**src/rtl/tc_spi_frame_master.sv**
```systemverilog
// tc_spi_frame_master: mode-0, MSB-first SPI frame engine fed by a valid/ready command port.
// Define TC_SPI_RDBK_EN to build the SDO receive path; otherwise rx_data is tied to zero.
module tc_spi_frame_master #(
  parameter int unsigned FRAME_W = 24,
  parameter int unsigned DIV     = 4,
  parameter int unsigned CS_GAP  = 4
) (
  input  logic               clk125,
  input  logic               rst,
  input  logic [FRAME_W-1:0] tx_data,
  input  logic               tx_valid,
  output logic               tx_ready,
  output logic [FRAME_W-1:0] rx_data,
  output logic               rx_valid,
  output logic               busy,
  output logic               spi_csn,
  output logic               spi_sck,
  output logic               spi_sdi,
  input  logic               spi_sdo
);

  localparam int unsigned BIT_W = $clog2(FRAME_W + 1);
  localparam int unsigned DIV_W = $clog2(DIV + 1);
  localparam int unsigned GAP_W = $clog2(CS_GAP + 1);

  typedef enum logic [2:0] {IDLE, SETUP, SHIFT_H, SHIFT_L, GAP} state_t;

  state_t             state, state_nx;
  logic [DIV_W-1:0]   div_cnt;
  logic [GAP_W-1:0]   gap_cnt;
  logic [BIT_W-1:0]   bit_cnt;
  logic [FRAME_W-1:0] tx_sr;
  logic               accept;
  logic               div_done;
  logic               gap_done;
  logic               sck_fall;
  logic               frame_end;

  assign accept    = tx_valid & tx_ready;
  assign div_done  = (div_cnt == DIV_W'(DIV - 1));
  assign gap_done  = (gap_cnt == GAP_W'(CS_GAP - 1));
  assign sck_fall  = (state == SHIFT_H) && (state_nx == SHIFT_L);
  assign frame_end = (state == SHIFT_L) && (state_nx == GAP);

  always_comb begin
    state_nx = state;
    unique case (state)
      IDLE:    if (accept)   state_nx = SETUP;
      SETUP:   if (div_done) state_nx = SHIFT_H;
      SHIFT_H: if (div_done) state_nx = SHIFT_L;
      SHIFT_L: if (div_done) state_nx = (bit_cnt != '0) ? SHIFT_H : GAP;
      GAP:     if (gap_done) state_nx = IDLE;
      default:               state_nx = IDLE;
    endcase
  end

  // Outputs are registered from the next state so they change on the same edge as the FSM.
  always_ff @(posedge clk125) begin
    if (rst) begin
      state    <= IDLE;
      div_cnt  <= '0;
      gap_cnt  <= '0;
      bit_cnt  <= '0;
      tx_sr    <= '0;
      spi_csn  <= 1'b1;
      spi_sck  <= 1'b0;
      spi_sdi  <= 1'b0;
      tx_ready <= 1'b0;
      busy     <= 1'b1;
      rx_valid <= 1'b0;
    end else begin
      state    <= state_nx;
      spi_csn  <= !(state_nx inside {SETUP, SHIFT_H, SHIFT_L});
      spi_sck  <= (state_nx == SHIFT_H);
      tx_ready <= (state_nx == IDLE);
      busy     <= (state_nx != IDLE);
      rx_valid <= frame_end;

      if (state_nx != state) begin
        div_cnt <= '0;
      end else if (state inside {SETUP, SHIFT_H, SHIFT_L}) begin
        div_cnt <= div_cnt + 1'b1;
      end

      if ((state == GAP) && (state_nx == GAP)) begin
        gap_cnt <= gap_cnt + 1'b1;
      end else begin
        gap_cnt <= '0;
      end

      // bit_cnt holds the bits not yet clocked out, including the one on SDI.
      if (accept) begin
        tx_sr   <= tx_data;
        bit_cnt <= BIT_W'(FRAME_W);
        spi_sdi <= tx_data[FRAME_W-1];
      end else if (sck_fall) begin
        bit_cnt <= bit_cnt - 1'b1;
        if (bit_cnt > BIT_W'(1)) begin
          tx_sr   <= {tx_sr[FRAME_W-2:0], 1'b0};
          spi_sdi <= tx_sr[FRAME_W-2];
        end
      end else if (state_nx == GAP) begin
        spi_sdi <= 1'b0;
      end
    end
  end

`ifdef TC_SPI_RDBK_EN
  logic [FRAME_W-1:0] rx_sr;

  always_ff @(posedge clk125) begin
    if (rst) begin
      rx_sr   <= '0;
      rx_data <= '0;
    end else begin
      if ((state != SHIFT_H) && (state_nx == SHIFT_H)) begin
        rx_sr <= {rx_sr[FRAME_W-2:0], spi_sdo};
      end
      if (frame_end) begin
        rx_data <= rx_sr;
      end
    end
  end
`else
  logic unused_sdo;

  assign unused_sdo = spi_sdo;
  assign rx_data    = '0;
`endif

endmodule

```
**config.mk**
```make
export PLATFORM = sky130hd
export DESIGN_NAME = tc_spi_frame_master
export DESIGN_NICKNAME = d
export VERILOG_FILES = /design/src/rtl/tc_spi_frame_master.sv
export SDC_FILE = /design/constraint.sdc
export NUM_CORES = 1
export LEC_CHECK = 0
export BUFFER_PORTS_ARGS = -buffer_cell sky130_fd_sc_hd__buf_2
export CAP_MARGIN = 20
export CORE_AREA = 2 2 72 74
export CTS_CLUSTER_DIAMETER = 120
export DETAILED_ROUTE_END_ITERATION = 10
export DIE_AREA = 0 0 74 76
export PLACE_DENSITY = 0.73
export SYNTH_ARGS = -nofsm -noshare
export SYNTH_HDL_FRONTEND = slang
export SYNTH_SLANG_ARGS = --single-unit
export TNS_END_PERCENT = 30
```
**constraint.sdc**
```tcl
create_clock -name clk125 -period 2.4 [get_ports clk125]
set_input_delay 0.12 -clock clk125 [delete_from_list [all_inputs] [get_ports clk125]]
set_output_delay 0.12 -clock clk125 [all_outputs]
set_load 0.05 [all_outputs]
```
==> results by group, run 1 <==
Flow run
  • Max-cap viol count: 0

Worst setup path
  • Critical R2R Capture: tx_sr[6]
  • Worst Path Arrival: 2300 ps
  • Worst Setup End Kind: register
  • Max FO, Critical Path: 46
  • Max incr delay on CP: 360 ps
  • R2r startpoint: div_cnt[0]
  • Flop2flop setup slack: 280 ps
  • Worst r2r path cells: 7
  • CP Cell Sequence: ha_1, ha_1, and4bb_1, a21boi_4, buf_12, nor3_1, a2111oi_0
  • Crit Path Class: reg2reg
  • Worst Path Required: 2580 ps
  • Crit start category: register
  • Crit path top cell by count: ha_1
  • Critical path's slowest cell: dfxtp_1

Clocking
  • Clock buffer count from CTS: 5
  • CTS tree: built
  • Clock latency on the worst-skew pair: 300 ps
  • H-tree levels: 2
  • CTS Buffer Depth: 2
  • Clk slew on worst S/H paths: 90 ps
  • Sink Count: 43
  • # resized after CTS: 0
  • # hold bufs at CTS: 0
  • Post-CTS setup buffers: 0
  • Root buffer cell: clkbuf_8

Pwr
  • Power density over cell area: 687 nW/um2
  • Maximum vdd ir drop: 0.380 mV
  • Static Leak: 0.988 nW

Yosys
  • Yosys cell types: 41
  • Post-Syn Instances: 267
  • Area fraction of the dominant cell type after synthesis: 0.371
  • Syn_area_per_cell: 8.69 um2
  • Yosys warns: 0
  • Ys async rst share: 0
  • Cell Area, Synth: 2320 um2
  • Area contributors post-synth: dfxtp_1 37%, a2111oi_2 9.7%, buf_4 8.7%, nor2_1 8.1%, nor3_1 6.5%
  • Synth Flop Type: dfxtp_1
  • Number of synthesized flops with an enable pin: 0
  • Cell with the most instances after synthesis: nor2_1
  • Post-synthesis sequential area ratio: 0.371
  • Top post-synthesis cells by count: 50 x nor2_1, 43 x dfxtp_1, 30 x nor3_1, 27 x buf_4, 15 x a2111oi_2
  • Area leader, netlist: dfxtp_1
  • FF+latch count, synth: 43

STA
  • RSZ-0062 raised after global routing: no
  • Fmax: 471 MHz
  • Final setup fails: 0
  • Min cycle time layout: 2120 ps
  • Slew Viols, Final: 0
  • Setup_tns: 0 ps
  • Worst-Margin Slew: 898 ps
  • Final hold vios: 0
  • Relative slew slack: 0.401
  • Fin crit share: 0.885
  • Layout Skew: 8.23 ps

Global route
  • Vias in the first global route: 1538
  • Grt ovf: 0
  • Largest net degree at the start of global routing: 48
  • Initial antenna violation count: 0
  • Global Route Usage Sum: 0.153
  • First-pass GRT wire length: 6.78 mm

Placement
  • Placed Area: 2410 um2
  • HPWL Detailed: 2.81 mm
  • PortBufs: 32
  • Routability Congestion: 0.741

Cells and area
  • Nets@finish: 326
  • Share of layout cells above drive strength 1: 0.223
  • P&R area growth vs syn: 9.92%
  • Finished Cell Area: 2550 um2
  • Number of diodes: 0

Route
  • DRC: 0
  • Pre-antenna DRT Iters: 4
  • Routed len/inst: 11.7 um
  • Final ANT Viol Nets: 0
  • Routed WL: 4.22 mm
  • Via Count: 1807
  • 1st-iter DRT viols: 96
  • DR vias/cell: 5.01

Floorplanning
  • Die Y: 76 um
  • Initial Utilization: 0.472
  • Boundary pin count: 58
  • Area of the die: 5620 um2
  • Die width: 74 um
  • Std-Cell Rows: 26
  • CORE AREA: 4910 um2

Hold path
  • Hold path cells: 3
  • WHS Endpoint: tx_sr[0]
  • Hold Crit Start: tx_data[0]
  • HP Class: in2reg

Status
  • Status: finished clean
## stage by stage
| stage | total power, mW | cells | hold slack [ps] | util | setup WS, ps |
|---|---|---|---|---|---|
| floorplan | 1.07 | 290 | 224 | - | 485 |
| global placement | 1.09 | 353 | 369 | 0.492 | 351 |
| detailed placement | 1.10 | 353 | 382 | 0.492 | 229 |
| CTS | 1.77 | 361 | 60.1 | 0.519 | 224 |
| global route | 1.82 | 361 | 72.2 | 0.519 | 14.2 |
| finish | 1.75 | 361 | 63.5 | 0.519 | 276 |
## cell families after synthesis
kind of cell | after synthesis | share of synthesized area
buffers and inverters | 50 | 0.135
other | 1 | 0.00162
AOI/OAI and AO/OA | 42 | 0.183
DFF | 43 | 0.371
xor gates and xnor gates | 5 | 0.0189
muxes | 3 | 0.0129
and+or+nand+nor | 115 | 0.235
adders and majority gates | 8 | 0.0431
## where the power goes
part	internal, mW	switching (mW)
Clock	0.415	0.256
Combinational	0.0915	0.213
Sequential	0.753	0.0234
## worst max-delay path, delay by kind of cell (launching register included)
kind | cells | cell delay, ps
AO/OA/AOI/OAI | 2 | 610
AND/OR/NAND/NOR | 2 | 420
flip-flops | 1 | 360
adder cells (fa/ha/maj) | 2 | 360
buffers and inverters | 1 | 250
## how the worst max path moves through the flow
stage	startpoint	endpoint	cells after the start
after detailed placement	div_cnt[0]	tx_sr[6]	7
after global placement	div_cnt[0]	tx_sr[21]	7
final	div_cnt[0]	tx_sr[6]	7
after CTS	div_cnt[0]	tx_sr[6]	7
after floorplan	div_cnt[0]	tx_sr[1]	8
after global routing	div_cnt[0]	tx_sr[4]	7
## layout by cell type (no fill, tap or decap), types with 3 or more instances in the layout
cell type,count
a2111oi_0,6
a2111oi_2,15
a21oi_1,9
and2_1,3
buf_2,32
buf_4,4
clkbuf_8,5
conb_1,24
dfxtp_1,43
ha_1,8
inv_1,6
mux2i_1,3
nand2_1,11
nand3_1,4
nor2_1,50
nor3_1,30
nor3b_1,4
xor2_1,3
## flip-flops by register name (all words and copies together) (netlist names)
| name | count |
|---|---|
| spi_csn | 1 |
| spi_sdi | 1 |
| tx_sr | 23 |
| rx_valid | 1 |
| spi_sck | 1 |
| bit_cnt | 5 |
| div_cnt | 3 |
| tx_ready | 1 |
| state | 3 |
| gap_cnt | 3 |
| busy | 1 |
## layer usage
layer | vias up | track usage | wire length (um)
met5 | - | 0 | 0
met4 | 0 | 0.0727 | 104
met3 | 9 | 0.0489 | 194
met2 | 40 | 0.229 | 1920
met1 | 822 | 0.196 | 2000
li1 | 936 | - | -
## area by class of cell
class	instances	area, um2
Fill cell	473	2360
Timing Repair Buffer	37	210
Tap cell	70	87.6
Clock buffer	5	68.8
Multi-Input combinational cell	197	1230
Inverter	6	22.5
Sequential cell	43	861
Clock inverter	3	67.6
No activity file was read; power rests on OpenSTA's default activity.
==> run 2: changes to the inputs <==
- PLACE_DENSITY: 0.73 -> 0.84
- SETUP_SLACK_MARGIN: default -> 0.3
==> results by group, run 2 (synthesized netlist as in run 1, its figures left out) <==
Worst setup path
  • Flop2flop setup slack: 370 ps
  • Worst Path Required: 2580 ps
  • R2r startpoint: div_cnt[0]
  • Crit Path Class: reg2reg
  • Worst r2r path cells: 7
  • Worst Path Arrival: 2210 ps
  • Crit start category: register
  • Worst Setup End Kind: register
  • Max FO, Critical Path: 23
  • Critical R2R Capture: tx_sr[3]

Route
  • Routed len/inst: 12.4 um
  • Routed length on met1: 1.90 mm
  • DRC: 0
  • Met3 wire length: 272 um
  • DR vias/cell: 5.14
  • Pre-antenna DRT Iters: 4
  • 1st-iter DRT viols: 154
  • Met2 wire length: 2.27 mm
  • Top layer in use: met4
  • Final ANT Viol Nets: 0
  • Routed WL: 4.50 mm
  • Via Count: 1866

Cells and area
  • Commonest non-fill, non-tap cell in the layout: nor2_1
  • Commonest cells after routing, fill and taps aside: 50 x nor2_1, 42 x dfxtp_1, 32 x buf_2
  • FILL cells: 448
  • Finished Cell Area: 2630 um2
  • Biggest register: tx_sr
  • Post-Layout Cell Count: 363
  • Biggest regs: tx_sr x23, bit_cnt x5
  • Share of layout cells above drive strength 1: 0.256
  • Number of diodes: 0
  • P&R area growth vs syn: 13.3%
  • Nets@finish: 328
  • Max reg flops: 23

Floorplanning
  • Boundary pin count: 58
  • Area of the die: 5620 um2
  • Die Y: 76 um
  • Std-Cell Rows: 26
  • Die width: 74 um
  • CORE AREA: 4910 um2
  • Initial Utilization: 0.472

Clocking
  • CTS Buffer Depth: 2
  • # hold bufs at CTS: 0
  • Clock buffer count from CTS: 5
  • Sink Count: 43
  • Clk slew on worst S/H paths: 80 ps
  • H-tree levels: 2
  • Clock latency on the worst-skew pair: 300 ps
  • Root buffer cell: clkbuf_8
  • CTS tree: built

Global route
  • Vias in the first global route: 1682
  • Largest net degree at the start of global routing: 48
  • First-pass GRT wire length: 7.12 mm
  • Grt ovf: 0
  • Global Route Usage Sum: 0.158
  • Initial antenna violation count: 0

STA
  • Min cycle time layout: 2030 ps
  • Final hold vios: 0
  • Worst-Margin Slew: 952 ps
  • Fmax: 493 MHz
  • Fin crit share: 0.846
  • Setup_tns: 0 ps
  • Worst hold slack: 60.7 ps
  • Slew Viols, Final: 0
  • Relative slew slack: 0.366
  • Final setup fails: 0
  • RSZ-0062 raised after global routing: no
  • Layout Skew: 12.8 ps

Placement
  • Placed insts: 352
  • Routability Congestion: 0.751
  • HPWL Detailed: 2.86 mm
  • Placed Area: 2410 um2
  • PortBufs: 32

Status
  • Status: finished clean

Hold path
  • WHS Endpoint: tx_sr[0]
  • Hold path cells: 3
  • HP Class: in2reg
  • Hold Crit Start: tx_data[0]

Pwr
  • Power after layout: 1.66 mW
  • Power density over cell area: 631 nW/um2
  • Maximum vdd ir drop: 0.297 mV
  • Static Leak: 1.01 nW

Flow run
  • Max-cap viol count: 0
run 2: cell types whose count changed in the layout (fill, tap and decap cells not counted), sizes merged:
cell / before / now
clkinv: 0 / 2
clkinvlp: 1 / 0
bufinv: 2 / 1
clkbuf: 5 / 6
bufbuf: 0 / 1
run 2: worst max-delay path by stage:
stage                from   endpoint  slack (ps)  depth (start not counted)
6_report       div_cnt[0]   tx_sr[3]         370                          7
5_1_grt        div_cnt[1]   tx_sr[4]         300                          8
4_1_cts        div_cnt[0]   tx_sr[4]         320                          7
3_5_place_dp   div_cnt[0]   tx_sr[3]         150                          7
3_3_place_gp   div_cnt[0]  tx_sr[21]         260                          7
2_1_floorplan  div_cnt[0]   tx_sr[1]         490                          8
run 2: worst max-delay path: stages (launching register included):
cell,delay (ps)
dfxtp_2,330
ha_2,210
ha_4,180
and4bb_4,230
a21boi_4,160
buf_4,150
bufbuf_16,310
a2111oi_1,340
run 2: area by class of cell:
| class | count | area [um2] | area share |
|---|---|---|---|
| Inverter | 6 | 22.5 | 0.00856 |
| Timing Repair Buffer | 39 | 268 | 0.102 |
| Multi-Input combinational cell | 197 | 1280 | 0.486 |
| Clock buffer | 5 | 68.8 | 0.0262 |
| Tap cell | 70 | 87.6 | 0.0333 |
| Clock inverter | 3 | 43.8 | 0.0167 |
| Sequential cell | 43 | 862 | 0.328 |
run 2: layer usage:
layer	GRT usage	up-vias
li1	-	939
met1	0.191	866
met2	0.258	55
met3	0.0476	6
met4	0.0600	0
met5	0	-
run 2: metrics by stage:
step                 util  setup slack [ps]
finish              0.535               370
detailed placement  0.490               146
CTS                 0.520               316
global route        0.535               302
floorplan               -               485
global placement    0.490               257
run 2: power by group:
| part | internal, mW | switching [mW] |
|---|---|---|
| combinational | 0.0945 | 0.219 |
| clock | 0.310 | 0.257 |
| sequential | 0.753 | 0.0243 |
| total | 1.16 | 0.501 |
run 2: repair_timing:
| item | 4_1_cts | 5_1_grt |
|---|---|---|
| cloned | 1 | 1 |
| setup buffers | 0 | 1 |
| endpoints found under the setup margin | 22 | 23 |
| gates resized for setup | 2 | 12 |
| pin swaps | 0 | 2 |
| hold endpoints to repair | 0 | 0 |
